<file path="src/rtl/bit_count_iter.sv">
// ============================================================================
//  Module      : bit_count_iter
//  Description : Iterative CLZ / CTZ / CPOP unit with a valid/ready handshake
//                on both sides, one shift-and-test step per clock.
//                Optional macro BC_NIBBLE_SKIP_EN: CLZ/CTZ skip four zero
//                bits per step when the top nibble is clear.
//  Revision    : 1.0  initial release
// ============================================================================
`default_nettype none

module bit_count_iter #(
    parameter int XLEN  = 32,
    parameter int CNT_W = 6
) (
    input  logic             clk,
    input  logic             rst_n,
    input  logic             in_valid,
    output logic             in_ready,
    input  logic [3:0]       bc_op,
    input  logic [XLEN-1:0]  bc_in,
    output logic             busy,
    output logic             out_valid,
    input  logic             out_ready,
    output logic [XLEN-1:0]  bc_out
);

    localparam logic [3:0]       c_op_clz  = 4'b1100;
    localparam logic [3:0]       c_op_ctz  = 4'b1101;
    localparam logic [3:0]       c_op_cpop = 4'b1110;
    localparam logic [CNT_W-1:0] c_full    = CNT_W'(XLEN);

    typedef enum logic [1:0] {
        S_IDLE = 2'd0,
        S_RUN  = 2'd1,
        S_DONE = 2'd2
    } state_t;

    state_t            r_state;
    logic [XLEN-1:0]   r_sr;
    logic [CNT_W-1:0]  r_cnt;
    logic [3:0]        r_op_q;
    logic [4:0]        r_step;
    logic [CNT_W-1:0]  r_result;
    logic              r_out_valid;
    logic              r_busy;
    logic [XLEN-1:0]   w_rev;

    // CTZ is turned into CLZ by reversing the operand at accept time.
    genvar gi;
    generate
        for (gi = 0; gi < XLEN; gi++) begin : g_rev
            assign w_rev[gi] = bc_in[XLEN-1-gi];
        end
    endgenerate

    always_ff @(posedge clk or negedge rst_n) begin
        if (!rst_n) begin
            r_state     <= S_IDLE;
            r_sr        <= '0;
            r_cnt       <= '0;
            r_op_q      <= '0;
            r_step      <= '0;
            r_result    <= '0;
            r_out_valid <= 1'b0;
            r_busy      <= 1'b0;
        end else begin
            case (r_state)
                S_IDLE: begin
                    if (in_valid) begin
                        r_sr    <= (bc_op == c_op_ctz) ? w_rev : bc_in;
                        r_cnt   <= '0;
                        r_step  <= '0;
                        r_op_q  <= bc_op;
                        r_state <= S_RUN;
                        r_busy  <= 1'b1;
                    end
                end
                S_RUN: begin
                    if (r_op_q == c_op_clz || r_op_q == c_op_ctz) begin
                        if (r_sr[XLEN-1]) begin
                            r_result    <= r_cnt;
                            r_state     <= S_DONE;
                            r_out_valid <= 1'b1;
`ifdef BC_NIBBLE_SKIP_EN
                        end else if (r_sr[XLEN-1 -: 4] == 4'd0 && r_cnt <= CNT_W'(XLEN-4)) begin
                            r_sr  <= r_sr << 4;
                            r_cnt <= r_cnt + CNT_W'(4);
                            // Skipping the last nibble means the word was all zeros.
                            if (r_cnt == CNT_W'(XLEN-4)) begin
                                r_result    <= c_full;
                                r_state     <= S_DONE;
                                r_out_valid <= 1'b1;
                            end
`endif
                        end else if (r_cnt == CNT_W'(XLEN-1)) begin
                            r_result    <= c_full;
                            r_state     <= S_DONE;
                            r_out_valid <= 1'b1;
                        end else begin
                            r_sr  <= r_sr << 1;
                            r_cnt <= r_cnt + CNT_W'(1);
                        end
                    end else if (r_op_q == c_op_cpop) begin
                        r_sr   <= r_sr << 1;
                        r_cnt  <= r_cnt + CNT_W'(r_sr[XLEN-1]);
                        r_step <= r_step + 5'd1;
                        if (r_step == 5'd31) begin
                            r_result    <= r_cnt + CNT_W'(r_sr[XLEN-1]);
                            r_state     <= S_DONE;
                            r_out_valid <= 1'b1;
                        end
                    end else begin
                        r_result    <= '0;
                        r_state     <= S_DONE;
                        r_out_valid <= 1'b1;
                    end
                end
                S_DONE: begin
                    if (out_ready) begin
                        r_state     <= S_IDLE;
                        r_out_valid <= 1'b0;
                        r_busy      <= 1'b0;
                    end
                end
                default: begin
                    r_state     <= S_IDLE;
                    r_out_valid <= 1'b0;
                    r_busy      <= 1'b0;
                end
            endcase
        end
    end

    assign in_ready  = rst_n & (r_state == S_IDLE);
    assign busy      = r_busy;
    assign out_valid = r_out_valid;
    assign bc_out    = {{(XLEN-CNT_W){1'b0}}, r_result};

endmodule

`default_nettype wire

</file>
<file path="config.mk">
export PLATFORM = sky130hd
export DESIGN_NAME = bit_count_iter
export DESIGN_NICKNAME = d
export VERILOG_FILES = /design/src/rtl/bit_count_iter.sv
export SDC_FILE = /design/constraint.sdc
export NUM_CORES = 1
export LEC_CHECK = 0
export ABC_AREA = 1
export CAP_MARGIN = 20
export CORE_ASPECT_RATIO = 1.5
export CORE_MARGIN = 8
export CORE_UTILIZATION = 50
export DETAILED_ROUTE_END_ITERATION = 10
export GPL_TIMING_DRIVEN = 0
export PLACE_DENSITY = 0.78
export SYNTH_ARGS = -nofsm -noshare
export SYNTH_HDL_FRONTEND = slang
export SYNTH_SLANG_ARGS = --single-unit
</file>
<file path="constraint.sdc">
create_clock -name clk -period 1.91 [get_ports clk]
set_clock_uncertainty 0.2 [all_clocks]
set_input_delay 0.4775 -clock clk [delete_from_list [all_inputs] [get_ports clk]]
set_output_delay 0.4775 -clock clk [all_outputs]
set_load 0.1 [all_outputs]
</file>
==> reports/results.txt, run 1 <==
Post-layout minimum cycle time - 1890 ps
Register area share after synthesis - 37.7%
Max_slew headroom - 63.2%
Total power - 7200 uW
CP top delay family - flip-flops
Slew Limit Fails - 0
Hold path cells - 2
DR vias/cell - 4.97
Placed Area - 4510 um^2
DRC viols - 0
Max IR drop VDD - 720 uV
WHS - 224 ps
Critical Path AT - 1210 ps
Dpl ws - -1190 ps
Cells on worst reg2reg path - 6
Final Hold Fails - 0
Crit. path cell count - 4
Slowest-stage cell, CP - dfrtp_1
Critical path fanouts, max - 3
Seq cells post-synth - 57
GRT Util Overall - 18.8%
Post-route ant nets - 0
Hold WC Path Type - primary input to flop
Diode count - 0
Port-buffer cells - 48
Insertion delay to the later sink of the worst-skew pair - 330 ps
Asr flop ratio synth - 100%
Starting Density - 50.7%
Sequential standard cell area - 1430 um^2
First drt pass iteration count - 5
Primary FF master, synth - dfrtp_1
DP Wirelength - 7070 um
Routability Congestion - 0.867
Gr ovfl total - 0
First-pass GRT wire length - 15,900 um
FMAX - 529 MHz
Outcome - completed
Ports - 75
RSZ-0062 raised after global routing - yes
Fin crit share - 98.9%
1st-iter DRT viols - 285
Startpoint Class - flop
Crit path largest cell delay - 390 ps
CTS max path bufs - 2
Vias in the first global route - 3,655
Worst Tran Pin Value - 552 ps
Max Cap Viol - 0
Yosys top cell by area - dfrtp_1
Cells after synthesis - 569
Worst-path clk slew - 50 ps
Synthesis-to-finish area growth - 33.2%
CP cell instances - nor2_2 > inv_2 > nor2_4 > buf_12
Nets - 714
Multi-input gate area - 1960 um^2
Cts bufs inserted - 9
Synth top area cells - dfrtp_1 (38%), nand2_1 (26%), nand3_1 (10%)
Avg WL per Cell - 13.2 um
Syn avg cell area - 6.65 um^2
Setup Crit Path Kind - flop to output port
Via count - 3,857
Number of fill cells in the layout - 643
Die W - 87.0 um
Largest net degree at the start of global routing - 34
Crit path buf inv count - 2
Htree depth - 3
Share of layout cells above drive strength 1 - 17.5%
Die ar. - 10,700 um^2
Mapped Area - 3780 um^2
Final Cell Area - 5040 um^2
CTS tree - built
Critical Path RT - 1230 ps
CP endpoint kind - output port
Leak pwr - 0.00282 uW
Initial antenna violation count - 0
Row cnt - 39
Clock sinks - 57
CORE AREA - 7470 um^2
Die height - 123 um
Setup violators final - 0
Final worst slack - 21.0 ps
Unique masters post-synth - 30
P per Cell Area - 1430 nW/um^2
Warnings from Yosys - 0
Post-Route WL - 10,200 um
Post-synth EDFFs - 0
Top cell type's share of synthesized area - 37.7%
Clock tree root driver cell - clkbuf_16
-- layer usage --
layer / wire [um] / vias up / GRT usage, %
li1: - / 1911 / -
met1: 3820 / 1778 / 20.2
met2: 5490 / 148 / 33.1
met3: 717 / 20 / 5.50
met4: 218 / 0 / 8.55
met5: 0 / - / 0
-- final cells by class --
type	count	share of cell area (%)
buffer	51	7.13
clock buffer	14	5.44
clock inverter	2	0.695
inverter	56	4.27
multi-input combinational	430	38.9
sequential	57	28.3
tap	102	2.53
timing repair buffer	64	12.7
-- cells in the final DEF, fill, tap and decap left out, types with 17 or more instances in the layout --
master	instances
conb_1	26
nand2_1	258
buf_4	37
inv_1	46
o21ai_0	18
clkdlybuf4s50_1	33
dfrtp_1	56
nand3_1	74
buf_2	17
-- state kept, by name, indices dropped and copies added (netlist names) --
name       flops
out_valid      1
r_sr          32
r_state        2
busy           1
r_cnt          6
r_step         5
r_op_q         4
r_result       6
-- cell usage after synthesis, types with 4 or more instances --
cell type / n
buf_2: 14
buf_4: 27
clkbuf_1: 7
dfrtp_1: 57
ha_1: 5
inv_1: 47
inv_2: 8
nand2_1: 259
nand2_4: 4
nand3_1: 76
nor2_1: 10
o21ai_0: 18
o21ai_1: 8
-- cell families after synthesis --
kind of cell | after synthesis | share of synthesized area [%]
compound gates | 31 | 4.20
xor+xnor | 3 | 0.695
fa+ha+maj | 5 | 1.65
buf+inv | 107 | 14.5
flops | 57 | 37.7
mux | 3 | 0.893
other cells | 1 | 0.0991
simple gates | 362 | 40.3
-- worst paths after layout --
check | start | slack, ps | end
setup / recovery | r_state[0]$_DFFE_PN0P_ | 20 | in_ready
max in group asynchronous | rst_n | 690 | r_op_q[3]$_DFFE_PN0P_
min in group asynchronous | rst_n | 400 | r_sr[9]$_DFFE_PN0P_
setup reg to reg | r_cnt[0]$_DFFE_PN0P_ | 50 | r_cnt[1]$_DFFE_PN0P_
hold / removal | bc_op[3] | 220 | r_op_q[3]$_DFFE_PN0P_
hold reg to reg | out_valid$_DFFE_PN0P_ | 270 | out_valid$_DFFE_PN0P_
-- repair_timing --
action                                 CTS  global route
endpoints found under the hold margin   24             0
resized for setup                       52            33
pin swaps                                1             5
gates cloned                             0             3
setup endpoints to repair               40            45
hold buffers                             2             0
buffers inserted                         2             7
-- metrics by stage --
step / util (%) / TNS [ps] / std cells
4_1_cts: 65.2 / 0 / 765
6_report: 67.5 / 0 / 776
5_1_grt: 67.5 / -69.7 / 776
3_5_place_dp: 60.4 / -17520 / 745
2_1_floorplan: - / 0 / 594
3_3_place_gp: 60.2 / -112810 / 744
-- where the power goes --
group / internal, uW / switching, uW / total [uW]
Clock: 1110 / 527 / 1640
Combinational: 1200 / 2350 / 3550
Sequential: 1700 / 311 / 2010
No activity file was read; power rests on OpenSTA's default activity.
==> inputs of run 2 (changes only) <==
--- a/config.mk
+++ b/config.mk
@@ -8,11 +8,12 @@
 export ABC_AREA = 1
 export CAP_MARGIN = 20
 export CORE_ASPECT_RATIO = 1.5
-export CORE_MARGIN = 8
+export CORE_MARGIN = 5
 export CORE_UTILIZATION = 50
 export DETAILED_ROUTE_END_ITERATION = 10
 export GPL_TIMING_DRIVEN = 0
 export PLACE_DENSITY = 0.78
+export RECOVER_POWER = 50
 export SYNTH_ARGS = -nofsm -noshare
 export SYNTH_HDL_FRONTEND = slang
 export SYNTH_SLANG_ARGS = --single-unit
==> run 2 against run 1 <==
The flow now finishes with violations (setup timing). Routed wire length fell by 6.4%. Hold slack better by 47 ps. Die area down 11%. Flip-flop and latch count did not move. Cell count decreased by 0.90%. Utilization shrank 1.6 points. Maximum frequency down 1.8%. First-iteration DRC count down 14%. Setup slack worse by 35 ps. Non-clock buffer count shrank 6. Global-route usage rose by 1.9 points. Sequential power is essentially flat. Critical path type unchanged.
==> reports/results.txt, run 2 (synthesized netlist as in run 1, its figures left out) <==
Gr ovfl total - 0 (unchanged)
Ports - 75 (unchanged)
FF-to-FF End - busy$_DFFE_PN0P_
Final Core Density - 65.9% (-1.6 points)
Cells on worst reg2reg path - 6 (unchanged)
CTS max path bufs - 2 (unchanged)
Synthesis-to-finish area growth - 30.9%
First drt pass iteration count - 8 (+3)
Insertion delay to the later sink of the worst-skew pair - 330 ps (about the same)
Critical Path RT - 1230 ps (about the same)
Largest Register - r_sr
Worst Tran Pin Value - 592 ps (+40.4 ps)
Share of layout cells above drive strength 1 - 17.4% (-0.12 points)
Final Hold Fails - 0 (unchanged)
Die ar. - 9440 um^2 (-11%)
Htree depth - 3 (unchanged)
Cts bufs inserted - 9 (unchanged)
P per Cell Area - 1440 nW/um^2 (+1.2%)
Largest net degree at the start of global routing - 35 (+2.9%)
Post-layout minimum cycle time - 1920 ps (+35.0 ps)
Routability Congestion - 0.914 (+5.3%)
Most frequent cells in the layout - nand2_1 (256), nand3_1 (75), dfrtp_1 (54)
Die W - 81.0 um (-6.9%)
Final Cell Area - 4950 um^2 (-1.8%)
Hold WC Path Type - flop to flop
Sequential standard cell area - 1430 um^2 (+0.18%)
Post-route ant nets - 0 (unchanged)
Dpl ws - -1220 ps (-30.9 ps)
Post-Route WL - 9590 um (-6.4%)
Startpoint Class - flop
RSZ-0062 raised after global routing - yes
Slew Limit Fails - 0 (unchanged)
Setup violators final - 1 (+1)
Reg2reg start - r_state[1]$_DFFE_PN0P_
Violations in the final reports - setup timing
1st-iter DRT viols - 244 (-14%)
DRC viols - 0 (unchanged)
Initial antenna violation count - 0 (unchanged)
Multi-input gate area - 1940 um^2 (-0.77%)
Placed Area - 4510 um^2 (unchanged)
CORE AREA - 7510 um^2 (+0.65%)
Max Cap Viol - 0 (unchanged)
Avg WL per Cell - 12.5 um (-5.5%)
Sum Neg Setup Slack - -14.0 ps (-14.0 ps)
Clock sinks - 57 (unchanged)
Vias in the first global route - 3,535 (-3.3%)
Worst-path clk slew - 50 ps (about the same)
R2R setup slack - 60 ps (about the same)
Fin crit share - 101% (+1.8 points)
GRT Util Overall - 20.7% (+1.9 points)
Max_slew headroom - 60.5% (-2.7 points)
Port-buffer cells - 48 (unchanged)
Number of flip-flops in the largest register - 32 (unchanged)
Clock tree root driver cell - clkbuf_16
Number of fill cells in the layout - 690 (+7.3%)
Setup Crit Path Kind - flop to output port
Leak pwr - 0.00274 uW (-3.0%)
Top Registers - r_sr (32), r_cnt (6), r_result (6)
Nets - 708 (-0.84%)
Via count - 3,815 (-1.1%)
DR vias/cell - 4.96 (-0.19%)
CP endpoint kind - output port
First-pass GRT wire length - 15,300 um (-3.2%)
CTS tree - built
Row cnt - 39 (unchanged)
DP Wirelength - 6730 um (-4.9%)
Total power - 7150 uW (-0.59%)
End of the worst hold path - r_result[4]$_DFFE_PN0P_
Outcome - finished, violations left
Max IR drop VDD - 1030 uV (+43%)
Critical path fanouts, max - 4 (+1)
Final worst slack - -14.0 ps (-35.0 ps)
FMAX - 520 MHz (-1.8%)
Hold path cells - 2 (unchanged)
Most common cell after layout, fill and taps aside - nand2_1
Starting Density - 50.3% (-0.33 points)
Min-delay src - r_result[4]$_DFFE_PN0P_
Die height - 117 um (-4.9%)
Diode count - 0 (unchanged)
Critical Path AT - 1250 ps (+40 ps)
-- run 2: metrics by stage --
stage	hold slack, ps	cells
after floorplan	-18.1	594
after global placement	261	744
after detailed placement	264	745
after CTS	280	763
after global routing	296	769
final	271	769
-- run 2: worst max-delay path by stage --
stage / start / end / cells past startpoint
6_report: r_state[0]$_DFFE_PN0P_ / in_ready / 4
5_1_grt: r_state[1]$_DFFE_PN0P_ / in_ready / 4
4_1_cts: r_state[0]$_DFFE_PN0P_ / in_ready / 4
3_5_place_dp: rst_n / in_ready / 4
3_3_place_gp: rst_n / in_ready / 4
2_1_floorplan: r_state[0]$_DFFE_PN0P_ / in_ready / 3
-- run 2: power breakdown --
group	switching (uW)	total [uW]	internal, uW
Clock	540	1610	1070
Sequential	324	2030	1700
Combinational	2330	3520	1190
-- run 2: cell type report --
type	instances	area share, %
Buffer	51	7.56
Clock buffer	12	5.18
Clock inverter	3	0.809
Inverter	56	4.40
Multi-Input combinational cell	430	39.3
Sequential cell	57	28.9
Tap cell	102	2.58
Timing Repair Buffer	58	11.3
-- run 2: timing repair --
action,in CTS,in global routing
hold buffers,2,0
endpoints found under the setup margin,40,43
endpoints found under the hold margin,23,0
gates resized for setup,47,43
setup buffers,1,5
pin swaps,1,4
-- run 2: per-layer routing --
layer,wire length (um),global-route usage [%],part of all wire (%)
met1,3880,23.7,40
met2,5020,37.0,52
met3,430,2.78,4.5
met4,264,10.8,2.8
met5,0,0,0
-- run 2: critical path: stages, from the launching register on --
cell and delay, ps:
dfrtp_2 450, nor2_4 110, inv_2 70, nor2_4 110, buf_12 180
